$ cat src/rtl/policy_pkg.sv
// Shared types, constants and board helpers for the tic-tac-toe policy controller.
package policy_pkg;

  localparam int Q_W     = 8;
  localparam int N_CELLS = 9;

  localparam logic [1:0] CELL_EMPTY = 2'b00;
  localparam logic [3:0] ACT_NONE   = 4'hF;

  localparam logic [7:0] LFSR_SEED  = 8'hA5;
  localparam logic [7:0] EPS_THRESH = 8'd26;

  typedef enum logic [1:0] {
    ST_IDLE  = 2'd0,
    ST_SCAN  = 2'd1,
    ST_DRAIN = 2'd2,
    ST_DONE  = 2'd3
  } state_e;

  function automatic logic [1:0] get_cell(input logic [17:0] board, input logic [3:0] idx);
    logic [17:0] sh;
    sh = board >> {idx, 1'b0};
    return sh[1:0];
  endfunction

  function automatic logic cell_empty(input logic [17:0] board, input logic [3:0] idx);
    return get_cell(board, idx) == CELL_EMPTY;
  endfunction

endpackage

$ cat src/rtl/policy_ctrl_lfsr8.sv
// Seeded 8-bit Fibonacci LFSR (x^8+x^6+x^5+x^4+1) with advance enable.
// Compiled only when POLICY_CTRL_EPS_EXPLORE_EN is defined, its sole user.
`ifdef POLICY_CTRL_EPS_EXPLORE_EN
module lfsr8 #(
  parameter logic [7:0] SEED = 8'hA5
) (
  input  logic       clk,
  input  logic       rst_n,
  input  logic       en_i,
  output logic [7:0] lfsr_o
);

  logic [7:0] lfsr_q, lfsr_d;

  always_comb begin
    lfsr_d = lfsr_q;
    if (en_i) begin
      lfsr_d = {lfsr_q[6:0], lfsr_q[7] ^ lfsr_q[5] ^ lfsr_q[4] ^ lfsr_q[3]};
    end else begin
      lfsr_d = lfsr_q;
    end
  end

  always_ff @(posedge clk) begin
    if (!rst_n) begin
      lfsr_q <= SEED;
    end else begin
      lfsr_q <= lfsr_d;
    end
  end

  assign lfsr_o = lfsr_q;

endmodule
`endif

$ cat src/rtl/policy_ctrl.sv
// Picks the agent's move: scans 9 Q-values, masks occupied cells, returns the argmax.
// Optional epsilon-greedy exploration: define POLICY_CTRL_EPS_EXPLORE_EN.
module policy_ctrl
  import policy_pkg::*;
(
  input  logic           clk,
  input  logic           rst_n,
  input  logic           req_valid,
  output logic           req_ready,
  input  logic [17:0]    req_state,
  output logic           q_rd_en,
  output logic [17:0]    q_rd_state,
  output logic [3:0]     q_rd_action,
  input  logic [Q_W-1:0] q_rd_data,
  output logic           act_valid,
  input  logic           act_ready,
  output logic [3:0]     act_action,
  output logic           act_none,
  output logic [Q_W-1:0] act_qmax,
  output logic           act_explore
);

  state_e                state_q, state_d;
  logic [17:0]           board_q, board_d;
  logic                  req_ready_q, req_ready_d;
  logic                  rd_en_q, rd_en_d;
  logic [3:0]            rd_action_q, rd_action_d;
  logic                  pend_q, pend_d;
  logic [3:0]            pend_idx_q, pend_idx_d;
  logic                  found_q, found_d;
  logic signed [Q_W-1:0] max_q, max_d;
  logic [3:0]            idx_q, idx_d;
  logic                  act_valid_q, act_valid_d;
  logic [3:0]            act_action_q, act_action_d;
  logic                  act_none_q, act_none_d;
  logic [Q_W-1:0]        act_qmax_q, act_qmax_d;
  logic                  act_explore_q, act_explore_d;

  logic                  accept_s;
  logic                  upd_s;
  logic                  explore_now_s;
  logic                  pick_hit_s;
  logic [3:0]            pick_idx_s;
  logic [Q_W-1:0]        pick_q_s;

  assign accept_s = (state_q == ST_IDLE) && req_valid && req_ready_q;

`ifdef POLICY_CTRL_EPS_EXPLORE_EN
  logic [7:0]     lfsr_s;
  logic           explore_q, explore_d;
  logic [3:0]     start_q, start_d;
  logic [4:0]     cell_s;
  logic [Q_W-1:0] qv_q [N_CELLS];
  logic [Q_W-1:0] qv_d [N_CELLS];

  lfsr8 #(.SEED(LFSR_SEED)) u_lfsr (
    .clk    (clk),
    .rst_n  (rst_n),
    .en_i   (1'b1),
    .lfsr_o (lfsr_s)
  );

  // Every returned Q-value is kept so the exploratory cell can report its own value.
  always_comb begin
    qv_d = qv_q;
    if (pend_q) begin
      qv_d[pend_idx_q] = q_rd_data;
    end else begin
      qv_d = qv_q;
    end
    explore_d = explore_q;
    start_d   = start_q;
    if (accept_s) begin
      explore_d = (lfsr_s < EPS_THRESH);
      start_d   = (lfsr_s[3:0] >= 4'd9) ? (lfsr_s[3:0] - 4'd9) : lfsr_s[3:0];
    end else begin
      explore_d = explore_q;
    end
    pick_hit_s = 1'b0;
    pick_idx_s = ACT_NONE;
    pick_q_s   = '0;
    cell_s     = 5'd0;
    for (int i = 0; i < N_CELLS; i++) begin
      cell_s = {1'b0, start_q} + 5'(i);
      if (cell_s >= 5'd9) begin
        cell_s = cell_s - 5'd9;
      end else begin
        cell_s = cell_s;
      end
      if (!pick_hit_s && cell_empty(board_q, cell_s[3:0])) begin
        pick_hit_s = 1'b1;
        pick_idx_s = cell_s[3:0];
        pick_q_s   = qv_d[cell_s[3:0]];
      end else begin
        pick_hit_s = pick_hit_s;
      end
    end
    explore_now_s = explore_q;
  end

  always_ff @(posedge clk) begin
    if (!rst_n) begin
      explore_q <= 1'b0;
      start_q   <= 4'd0;
      for (int i = 0; i < N_CELLS; i++) qv_q[i] <= '0;
    end else begin
      explore_q <= explore_d;
      start_q   <= start_d;
      qv_q      <= qv_d;
    end
  end
`else
  assign explore_now_s = 1'b0;
  assign pick_hit_s    = 1'b0;
  assign pick_idx_s    = ACT_NONE;
  assign pick_q_s      = '0;
`endif

  // Next state; the compare runs one cycle behind the read it belongs to.
  always_comb begin
    state_d       = state_q;
    board_d       = board_q;
    req_ready_d   = req_ready_q;
    rd_en_d       = rd_en_q;
    rd_action_d   = rd_action_q;
    pend_d        = rd_en_q;
    pend_idx_d    = rd_action_q;
    found_d       = found_q;
    max_d         = max_q;
    idx_d         = idx_q;
    act_valid_d   = act_valid_q;
    act_action_d  = act_action_q;
    act_none_d    = act_none_q;
    act_qmax_d    = act_qmax_q;
    act_explore_d = act_explore_q;

    upd_s = pend_q && cell_empty(board_q, pend_idx_q) &&
            (!found_q || ($signed(q_rd_data) > max_q));
    if (upd_s) begin
      found_d = 1'b1;
      max_d   = $signed(q_rd_data);
      idx_d   = pend_idx_q;
    end else begin
      found_d = found_q;
    end

    case (state_q)
      ST_IDLE: begin
        req_ready_d = 1'b1;
        rd_en_d     = 1'b0;
        if (accept_s) begin
          board_d     = req_state;
          found_d     = 1'b0;
          rd_en_d     = 1'b1;
          rd_action_d = 4'd0;
          req_ready_d = 1'b0;
          state_d     = ST_SCAN;
        end else begin
          state_d = ST_IDLE;
        end
      end
      ST_SCAN: begin
        if (rd_action_q == 4'd8) begin
          rd_en_d     = 1'b0;
          rd_action_d = 4'd0;
          state_d     = ST_DRAIN;
        end else begin
          rd_action_d = rd_action_q + 4'd1;
        end
      end
      ST_DRAIN: begin
        act_valid_d = 1'b1;
        state_d     = ST_DONE;
        if (!found_d) begin
          act_none_d    = 1'b1;
          act_action_d  = ACT_NONE;
          act_qmax_d    = '0;
          act_explore_d = 1'b0;
        end else if (explore_now_s && pick_hit_s) begin
          act_none_d    = 1'b0;
          act_action_d  = pick_idx_s;
          act_qmax_d    = pick_q_s;
          act_explore_d = 1'b1;
        end else begin
          act_none_d    = 1'b0;
          act_action_d  = idx_d;
          act_qmax_d    = max_d;
          act_explore_d = 1'b0;
        end
      end
      ST_DONE: begin
        if (act_ready) begin
          act_valid_d = 1'b0;
          req_ready_d = 1'b1;
          state_d     = ST_IDLE;
        end else begin
          act_valid_d = 1'b1;
        end
      end
      default: begin
        state_d     = ST_IDLE;
        rd_en_d     = 1'b0;
        req_ready_d = 1'b1;
        act_valid_d = 1'b0;
      end
    endcase
  end

  // State and output registers with synchronous reset.
  always_ff @(posedge clk) begin
    if (!rst_n) begin
      state_q       <= ST_IDLE;
      board_q       <= 18'd0;
      req_ready_q   <= 1'b1;
      rd_en_q       <= 1'b0;
      rd_action_q   <= 4'd0;
      pend_q        <= 1'b0;
      pend_idx_q    <= 4'd0;
      found_q       <= 1'b0;
      max_q         <= '0;
      idx_q         <= 4'd0;
      act_valid_q   <= 1'b0;
      act_action_q  <= ACT_NONE;
      act_none_q    <= 1'b0;
      act_qmax_q    <= '0;
      act_explore_q <= 1'b0;
    end else begin
      state_q       <= state_d;
      board_q       <= board_d;
      req_ready_q   <= req_ready_d;
      rd_en_q       <= rd_en_d;
      rd_action_q   <= rd_action_d;
      pend_q        <= pend_d;
      pend_idx_q    <= pend_idx_d;
      found_q       <= found_d;
      max_q         <= max_d;
      idx_q         <= idx_d;
      act_valid_q   <= act_valid_d;
      act_action_q  <= act_action_d;
      act_none_q    <= act_none_d;
      act_qmax_q    <= act_qmax_d;
      act_explore_q <= act_explore_d;
    end
  end

  assign req_ready   = req_ready_q;
  assign q_rd_en     = rd_en_q;
  assign q_rd_state  = board_q;
  assign q_rd_action = rd_action_q;
  assign act_valid   = act_valid_q;
  assign act_action  = act_action_q;
  assign act_none    = act_none_q;
  assign act_qmax    = act_qmax_q;
  assign act_explore = act_explore_q;

endmodule

$ cat config.mk
export PLATFORM = sky130hd
export DESIGN_NAME = policy_ctrl
export DESIGN_NICKNAME = d
export VERILOG_FILES = /design/src/rtl/policy_pkg.sv /design/src/rtl/policy_ctrl_lfsr8.sv /design/src/rtl/policy_ctrl.sv
export SDC_FILE = /design/constraint.sdc
export NUM_CORES = 1
export LEC_CHECK = 0
export CORE_MARGIN = 2
export CORE_UTILIZATION = 48
export CTS_CLUSTER_DIAMETER = 150
export CTS_CLUSTER_SIZE = 20
export DETAILED_ROUTE_END_ITERATION = 12
export GPL_ROUTABILITY_DRIVEN = 0
export HOLD_SLACK_MARGIN = 0.12
export PLACE_DENSITY = 0.81
export SYNTH_ARGS = -nofsm -noshare
export SYNTH_HDL_FRONTEND = slang
export SYNTH_SLANG_ARGS = --single-unit
$ cat constraint.sdc
create_clock -name clk -period 2.8 [get_ports clk]
set_input_delay 0.56 -clock clk [delete_from_list [all_inputs] [get_ports clk]]
set_output_delay 0.56 -clock clk [all_outputs]
set_load 0.02 [all_outputs]
==> flow_metrics.tcl, run 1 <==
set metrics [dict create \
    status "finished clean" \
    grt_pass1_wl_um 9920 \
    r2r_end "act_action[1]" \
    required_ns 3.01 \
    fin_area_um2 3500 \
    wl_per_cell_um 13.6 \
    relSlewSlack_pct 56.9 \
    yosysWarnings 0 \
    n_fill_cell 445 \
    cts_tree "done" \
    clockBufferDepth 2 \
    synth_commonest_cells "dfxtp_1 (58), nand2_1 (55), a21boi_0 (20), nor2b_1 (18)" \
    async_flop_share_pct 0 \
    syn_area_um2 2570 \
    h-tree-depth 3 \
    synth-seq-cells 58 \
    cp-startpoint "q_rd_data[5]" \
    worstSkewPairLatency_ns 0.33 \
    yosysTopAreaCell "dfxtp_1" \
    endpoint "act_action[1]" \
    finalHoldViolations 0 \
    crit_type "in -> reg" \
    power_density_nw_per_um2 757 \
    fin_util_pct 68.1 \
    whs_ns 0.446 \
    synth_nets 331 \
    start_util_pct 50.0 \
    cp_max_fo 4 \
    regArea_um2 1160 \
    synth.top_cells.by_area "dfxtp_1 (45%), nand2_1 (8.0%), ha_1 (7.3%)" \
    syn_inst 286 \
    reg2reg_from "pend_idx_q[0]" \
    synth-edff-count 0 \
    yosysUniqueCellTypes 42 \
    rrSetupSlack_ns 0.56 \
    ir_drop_mv 0.557 \
    core_um2 5140 \
    setup_tns_ns 0 \
    grt_pass1_vias 2148 \
    num_antenna_cells 0 \
    ctsHoldBuffers 0 \
    cp-start-kind "input port" \
    clockRootBuffer "clkbuf_8" \
    max_freq_ghz 0.394 \
    hold_path_class "reg -> reg" \
    worst_pin_slew_ns 0.645 \
    viasPerCell 5.11 \
    period_minus_slack_ns 2.54 \
    post-route-period-util_pct 90.6 \
    via_count 2209 \
    dr.pass1.iters 4 \
    finalNetCount 402 \
    postCtsSetupBuffers 0 \
    grt_start_max_net_pins 36 \
    cts_sinks 58 \
    drc 0 \
    final_max_slew_viol_count 0 \
    yosysSeqAreaShare_pct 45.2 \
    cp.arrival_ns 2.74 \
    cap_viol_max_count 0 \
    drt_iter0_drc 113 \
    power_mw 2.65 \
    clkSlewWorstSetupHoldPaths_ns 0.07 \
    placed_area_um2 3320 \
    die_w_um 77.2 \
    die_area_um2 5960 \
    dp_hpwl_um 4250 \
    cp-end-kind "flip-flop" \
    multiInputGateArea_um2 1290 \
    final_antenna_net_count 0 \
    p_leak_nw 1.38 \
    rsz0062_at_grt "no" \
    cts_inserted_buffers 9 \
    wl_um 5890 \
    area_growth_pct 36.1 \
    cts_resized 0 \
    synth_top_cell_area_share_pct 45.2 \
    reg2regPathDepth 6 \
    antenna_found_initial 0 \
    num_rows 26 \
    grt-ovfl-total 0 \
    final_layout_size_suffix_gt1_share_pct 7.18 \
    syn_avg_cell_area_um2 8.99 \
    synth.most_common_cell "dfxtp_1" \
    ys.flop_type "dfxtp_1" \
    io_buffers 67 \
    clock_skew_ns 0.00613 \
    fp.dieH_um 77.2 \
    setup_viol 0 \
    gr-usage-all-layers_pct 21.1 \
    pin_count 69 \
]
==> worst max-delay path: stages <==
cell,delay (ns)
clkdlybuf4s50_1,0.44
ha_1,0.34
a21o_1,0.19
a311oi_1,0.26
o221ai_1,0.20
o211ai_4,0.21
buf_4,0.18
mux2i_1,0.25
a21oi_1,0.11
==> cell families after synthesis <==
logic type	count (synthesis)	synth area share, %
other cells	1	0.146
buf+inv	25	4.48
mux	15	6.33
fa+ha+maj	15	7.30
compound gates	59	15.5
flops	58	45.2
simple gates	113	21.1
==> metal layers <==
metal | GRT usage [%] | vias to the layer above | wire [um]
met1 | 25.1 | 1045 | 2640
met3 | 6.00 | 7 | 271
met5 | 0 | - | 0
met4 | 9.64 | 0 | 89
li1 | - | 1102 | -
met2 | 35.1 | 55 | 2900
==> state kept, by name, indices dropped and copies added, names as in the netlist <==
signal       count
act_action       4
act_none         1
act_qmax         8
act_valid        1
found_q          1
idx_q            4
max_q            8
pend_idx_q       4
pend_q           1
q_rd_action      4
q_rd_en          1
q_rd_state      18
req_ready        1
state_q          2
==> report_power, final <==
group | leakage [nW] | switching, mW | total [mW] | internal [mW]
Combinational | 0.808 | 0.504 | 0.915 | 0.411
Sequential | 0.471 | 0.0893 | 1.03 | 0.939
Clock | 0.0965 | 0.315 | 0.706 | 0.392
==> worst min path at each step <==
stage	cells past startpoint	slack, ns	to	startpoint
after floorplan	2	0.48	found_q	found_q
after global placement	2	0.44	act_qmax[7]	act_qmax[7]
after detailed placement	2	0.44	act_qmax[5]	act_qmax[5]
after CTS	2	0.45	act_qmax[5]	act_qmax[5]
after global routing	2	0.47	act_qmax[6]	act_qmax[6]
final	2	0.45	act_qmax[5]	act_qmax[5]
==> through the flow <==
step                cells  worst slack, ns
floorplan             286            0.518
global placement      416           0.0351
detailed placement    416          -0.0605
CTS                   432            0.269
global route          432            0.155
finish                432            0.263
==> placed cells by master, fill, tap and decap left out, types with 5 or more instances in the layout <==
master           instances
nor2b_1                 18
inv_1                   12
nor2_1                  15
nand2_1                 55
o21ai_0                 11
dfxtp_1                 58
buf_4                    5
clkbuf_8                12
mux2i_1                 14
o21ai_1                  8
a21boi_0                20
a21oi_1                  8
ha_1                    15
clkdlybuf4s50_1         67
and2_1                   8
==> final cells by class <==
class                           count  share of cell area, %
Sequential cell                    58                   33.2
Tap cell                           70                   2.50
Timing Repair Buffer               73                   20.8
Inverter                           12                   1.29
Clock buffer                       14                   4.93
Multi-Input combinational cell    203                   37.0
Clock inverter                      2                  0.286
Note: power is estimated with default switching activity, not from simulation.
==> run 2: changes to the inputs <==
- CORE_MARGIN: 2 -> 1
==> run 2 against run 1 <==
Net effect:
- cell area rose by 0.29%
- count of clock-buffer cells in the layout did not move
- clock power rose by 7.5%
- combinational power fell by 1%
- global-route usage rose by 1.1 points
- non-clock buffer count rose by 1
- sequential power barely moved
- first-iteration DRC count fell by 28%
- utilization rose by 0.19 points
==> flow_metrics.tcl, run 2 (same netlist as run 1, synthesis figures left out) <==
set metrics [dict create \
    die_w_um 75.2 \
    num_antenna_cells 0 \
    io_buffers 67 \
    post-route-period-util_pct 90.7 \
    cts_resized 0 \
    grt_start_max_net_pins 21 \
    final_max_slew_viol_count 0 \
    setup_tns_ns 0 \
    dp_hpwl_um 4220 \
    reg2regPathDepth 6 \
    ctsHoldBuffers 0 \
    clock_skew_ns 0.00925 \
    final_cell_mix "clkdlybuf4s50_1 (67), dfxtp_1 (58), nand2_1 (55)" \
    cpPeakStageDelay_ns 0.46 \
    reg2reg_from "pend_idx_q[0]" \
    max_freq_ghz 0.394 \
    worst_pin_slew_ns 0.679 \
    hp-start "act_qmax[2]" \
    min_to "act_qmax[2]" \
    min_path_cells 2 \
    largest_reg_flops 18 \
    grt_pass1_wl_um 9220 \
    wl_per_cell_um 13.5 \
    relSlewSlack_pct 54.6 \
    start_util_pct 50.0 \
    h-tree-depth 3 \
    path_cells "clkdlybuf4s50_1 > ha_1 > a21o_1 > a311oi_1 > o221ai_1 > o211ai_4 > buf_4 > mux2i_1 > o21ai_1" \
    p_leak_nw 1.38 \
    cts_tree "done" \
    finalHoldViolations 0 \
    gr-usage-all-layers_pct 22.2 \
    r2r_end "act_qmax[5]" \
    drc 0 \
    status "finished clean" \
    period_minus_slack_ns 2.54 \
    drt_iter0_drc 81 \
    pin_count 69 \
    cp-end-kind "flip-flop" \
    ir_drop_mv 0.551 \
    fp.dieH_um 75.2 \
    cts_sinks 58 \
    die_area_um2 5650 \
    finalNetCount 403 \
    hold_path_class "reg -> reg" \
    grt-ovfl-total 0 \
    setup_viol 0 \
    antenna_found_initial 0 \
    placed_area_um2 3310 \
    core_um2 5140 \
    postCtsSetupBuffers 0 \
    wl_um 5840 \
    clockRootBuffer "clkbuf_8" \
    cp_max_fo 4 \
    cp.arrival_ns 2.75 \
    rrSetupSlack_ns 0.54 \
    grt_pass1_vias 2067 \
    worst_path_max_delay_cell "clkdlybuf4s50_1" \
    power_density_nw_per_um2 768 \
    worstSkewPairLatency_ns 0.33 \
    n_fill_cell 455 \
    via_count 2186 \
    cp-start-kind "input port" \
    final_layout_size_suffix_gt1_share_pct 7.16 \
    layout_commonest_cell "clkdlybuf4s50_1" \
    final_antenna_net_count 0 \
    required_ns 3.01 \
    rsz0062_at_grt "no" \
    fin_area_um2 3510 \
    area_growth_pct 36.5 \
    cts_inserted_buffers 9 \
    clockBufferDepth 2 \
    cap_viol_max_count 0 \
    crit_type "in -> reg" \
    power_mw 2.70 \
    viasPerCell 5.05 \
    clkSlewWorstSetupHoldPaths_ns 0.06 \
    num_rows 26 \
    dr.pass1.iters 4 \
]
## run 2: cell types whose count changed in the layout (fill, tap and decap cells not counted)
cell	delta
buf_12	-1
clkbuf_8	-1
bufinv_16	+1
buf_4	+2
clkinv_2	-1
clkbuf_1	+1
## run 2: final cells by class
cell class / count / area [um2] / area share (%)
repair buffers: 74 / 723 / 20.6
clock inverters: 2 / 35.0 / 0.998
inverters: 12 / 45.0 / 1.28
multi-input cells: 203 / 1290 / 36.9
flip-flops and latches: 58 / 1160 / 33.1
clock buffers: 14 / 163 / 4.63
well taps: 70 / 87.6 / 2.50
## run 2: worst max-delay path by stage
stage                       from       endpoint  slack, ns  cells after the start
floorplan           q_rd_data[5]  act_action[1]       0.52                      8
global placement    q_rd_data[5]    act_qmax[3]       0.04                      9
detailed placement  q_rd_data[5]    act_qmax[7]      -0.08                      9
CTS                 q_rd_data[5]    act_qmax[5]       0.24                      9
global route        q_rd_data[5]    act_qmax[5]       0.11                      9
finish              q_rd_data[5]    act_qmax[5]       0.26                      9
## run 2: metrics by stage
stage                     instances  setup WS (ns)  utilization, %  hold slack, ns
after floorplan                 286          0.518               -           0.479
after global placement          417         0.0406            64.4           0.437
after detailed placement        417        -0.0816            64.4           0.440
after CTS                       433          0.240            68.3           0.448
after global routing            433          0.111            68.3           0.470
final                           433          0.260            68.3           0.448
## run 2: per-layer routing
metal,track usage [%],part of all wire (%)
met5,0,0
met4,8.64,1.1
met3,7.63,4.2
met2,38.4,51
met1,25.2,44
## run 2: power breakdown
group | internal [mW] | total (mW) | switching [mW]
Sequential | 0.939 | 1.03 | 0.0908
Combinational | 0.410 | 0.906 | 0.497
Clock | 0.459 | 0.759 | 0.300
Total | 1.81 | 2.70 | 0.887
## run 2: worst max-delay path: cells and delay by family
kind / cells / cell delay [ns]
mux: 1 / 0.26
buf+inv: 2 / 0.64
fa+ha+maj: 1 / 0.32
compound gates: 5 / 0.98
==> run 3: changes to the inputs <==
- CAP_MARGIN: default -> 5
- PLACE_DENSITY: 0.81 -> 0.78
==> run 3 against run 2 <==
Net effect:
- cell area decreased by 0.61%
- die area unchanged
- worst setup slack improved by 0.018 ns
- utilization decreased by 0.41 points
- clock skew decreased by 0.0054 ns
- count of clock-buffer cells in the layout decreased by 1
- sequential share of layout area increased by 0.20 points
- register-to-register slack improved by 0.06 ns
- critical path depth unchanged
- worst hold slack about the same
- cell count decreased by 0.46%
- combinational power increased by 1%
==> flow_metrics.tcl, run 3 (same netlist as run 1, synthesis figures left out) <==
set metrics [dict create \
    relSlewSlack_pct 59.8 \
    worstSkewPairLatency_ns 0.32 \
    via_count 2159 \
    period_minus_slack_ns 2.52 \
    gr-usage-all-layers_pct 22.5 \
    clkSlewWorstSetupHoldPaths_ns 0.06 \
    core_um2 5140 \
    antenna_found_initial 0 \
    final_max_slew_viol_count 0 \
    cts_inserted_buffers 9 \
    ctsHoldBuffers 0 \
    grt-ovfl-total 0 \
    dpl_worst_slack_ns -0.0352 \
    drc 0 \
    p_leak_nw 1.37 \
    clockBufferDepth 2 \
    largest_reg_flops 18 \
    grt_pass1_vias 2078 \
    met1Wirelength_um 2720 \
    worst_slack_ns 0.277 \
    pin_count 69 \
    max_freq_ghz 0.396 \
    dr.max_layer_used "met4" \
    power_mw 2.67 \
    finalHoldViolations 0 \
    hold_path_class "reg -> reg" \
    num_rows 26 \
    wl_um 5830 \
    rsz0062_at_grt "no" \
    finalNetCount 401 \
    final_cell_mix "clkdlybuf4s50_1 (67), dfxtp_1 (58), nand2_1 (55)" \
    crit_type "in -> reg" \
    dp_cells 415 \
    post-route-period-util_pct 90.1 \
    dr.pass1.iters 4 \
    die_area_um2 5650 \
    cp_max_fo 4 \
    clockRootBuffer "clkbuf_8" \
    wl_per_cell_um 13.5 \
    ir_drop_mv 0.592 \
    viasPerCell 5.01 \
    cp-end-kind "flip-flop" \
    h-tree-depth 3 \
    drt_iter0_drc 77 \
    power_density_nw_per_um2 764 \
    io_buffers 67 \
    cap_viol_max_count 0 \
    final_layout_size_suffix_gt1_share_pct 6.37 \
    worst_pin_slew_ns 0.602 \
    postCtsSetupBuffers 0 \
    setup_tns_ns 0 \
    status "finished clean" \
    required_ns 3.00 \
    grt_start_max_net_pins 38 \
    wl_met3_um 242 \
    dp_hpwl_um 4130 \
    area_growth_pct 35.7 \
    die_w_um 75.2 \
    cp-start-kind "input port" \
    num_antenna_cells 0 \
    layout_commonest_cell "clkdlybuf4s50_1" \
    final_antenna_net_count 0 \
    setup_viol 0 \
    fp.dieH_um 75.2 \
    wl_met2_um 2780 \
    cts_sinks 58 \
    cp.arrival_ns 2.72 \
    clock_skew_ns 0.00382 \
    start_util_pct 50.0 \
    final_cells 431 \
    cts_resized 0 \
    cts_tree "done" \
    grt_pass1_wl_um 9450 \
]
==> run 3: power by group <==
group	internal (mW)	total, mW	switching, mW
Combinational	0.414	0.917	0.504
Sequential	0.939	1.03	0.0939
Clock	0.409	0.716	0.306
Total	1.76	2.67	0.904
==> run 3: final cells by class <==
cell class / instances / area, um2
Fill cell: 443 / 1650
Tap cell: 70 / 87.6
Timing Repair Buffer: 72 / 721
Clock inverter: 3 / 40.0
Clock buffer: 13 / 139
Multi-Input combinational cell: 203 / 1290
Sequential cell: 58 / 1160
Inverter: 12 / 45.0
==> run 3: critical path: stages <==
cell and delay, ns:
clkdlybuf4s50_1 0.44, ha_1 0.33, a21o_1 0.18, a311oi_1 0.26, o221ai_1 0.20, o211ai_4 0.23
buf_4 0.18, mux2i_1 0.24, a21oi_1 0.09
==> run 3: final timing paths <==
check / slack, ns / cells past startpoint / to / from
worst max-delay path: 0.28 / 9 / act_action[0] / q_rd_data[5]
worst min register to register: 0.45 / 2 / act_qmax[7] / act_qmax[7]
worst max register to register: 0.60 / 9 / act_action[0] / max_q[5]
worst min-delay path: 0.45 / 2 / act_qmax[7] / act_qmax[7]
==> run 3: routing by layer <==
layer  GRT usage (%)  vias up
li1                -     1100
met1            28.2     1002
met2            37.3       48
met3            4.15        9
met4            11.1        0
met5               0        -
==> run 3: per-stage QoR <==
stage	instance area (um2)	hold slack, ns	utilization, %
global placement	3310	0.437	64.4
finish	3490	0.448	67.9
global route	3490	0.461	67.9
CTS	3490	0.451	67.9
floorplan	2570	0.479	-
detailed placement	3310	0.442	64.4
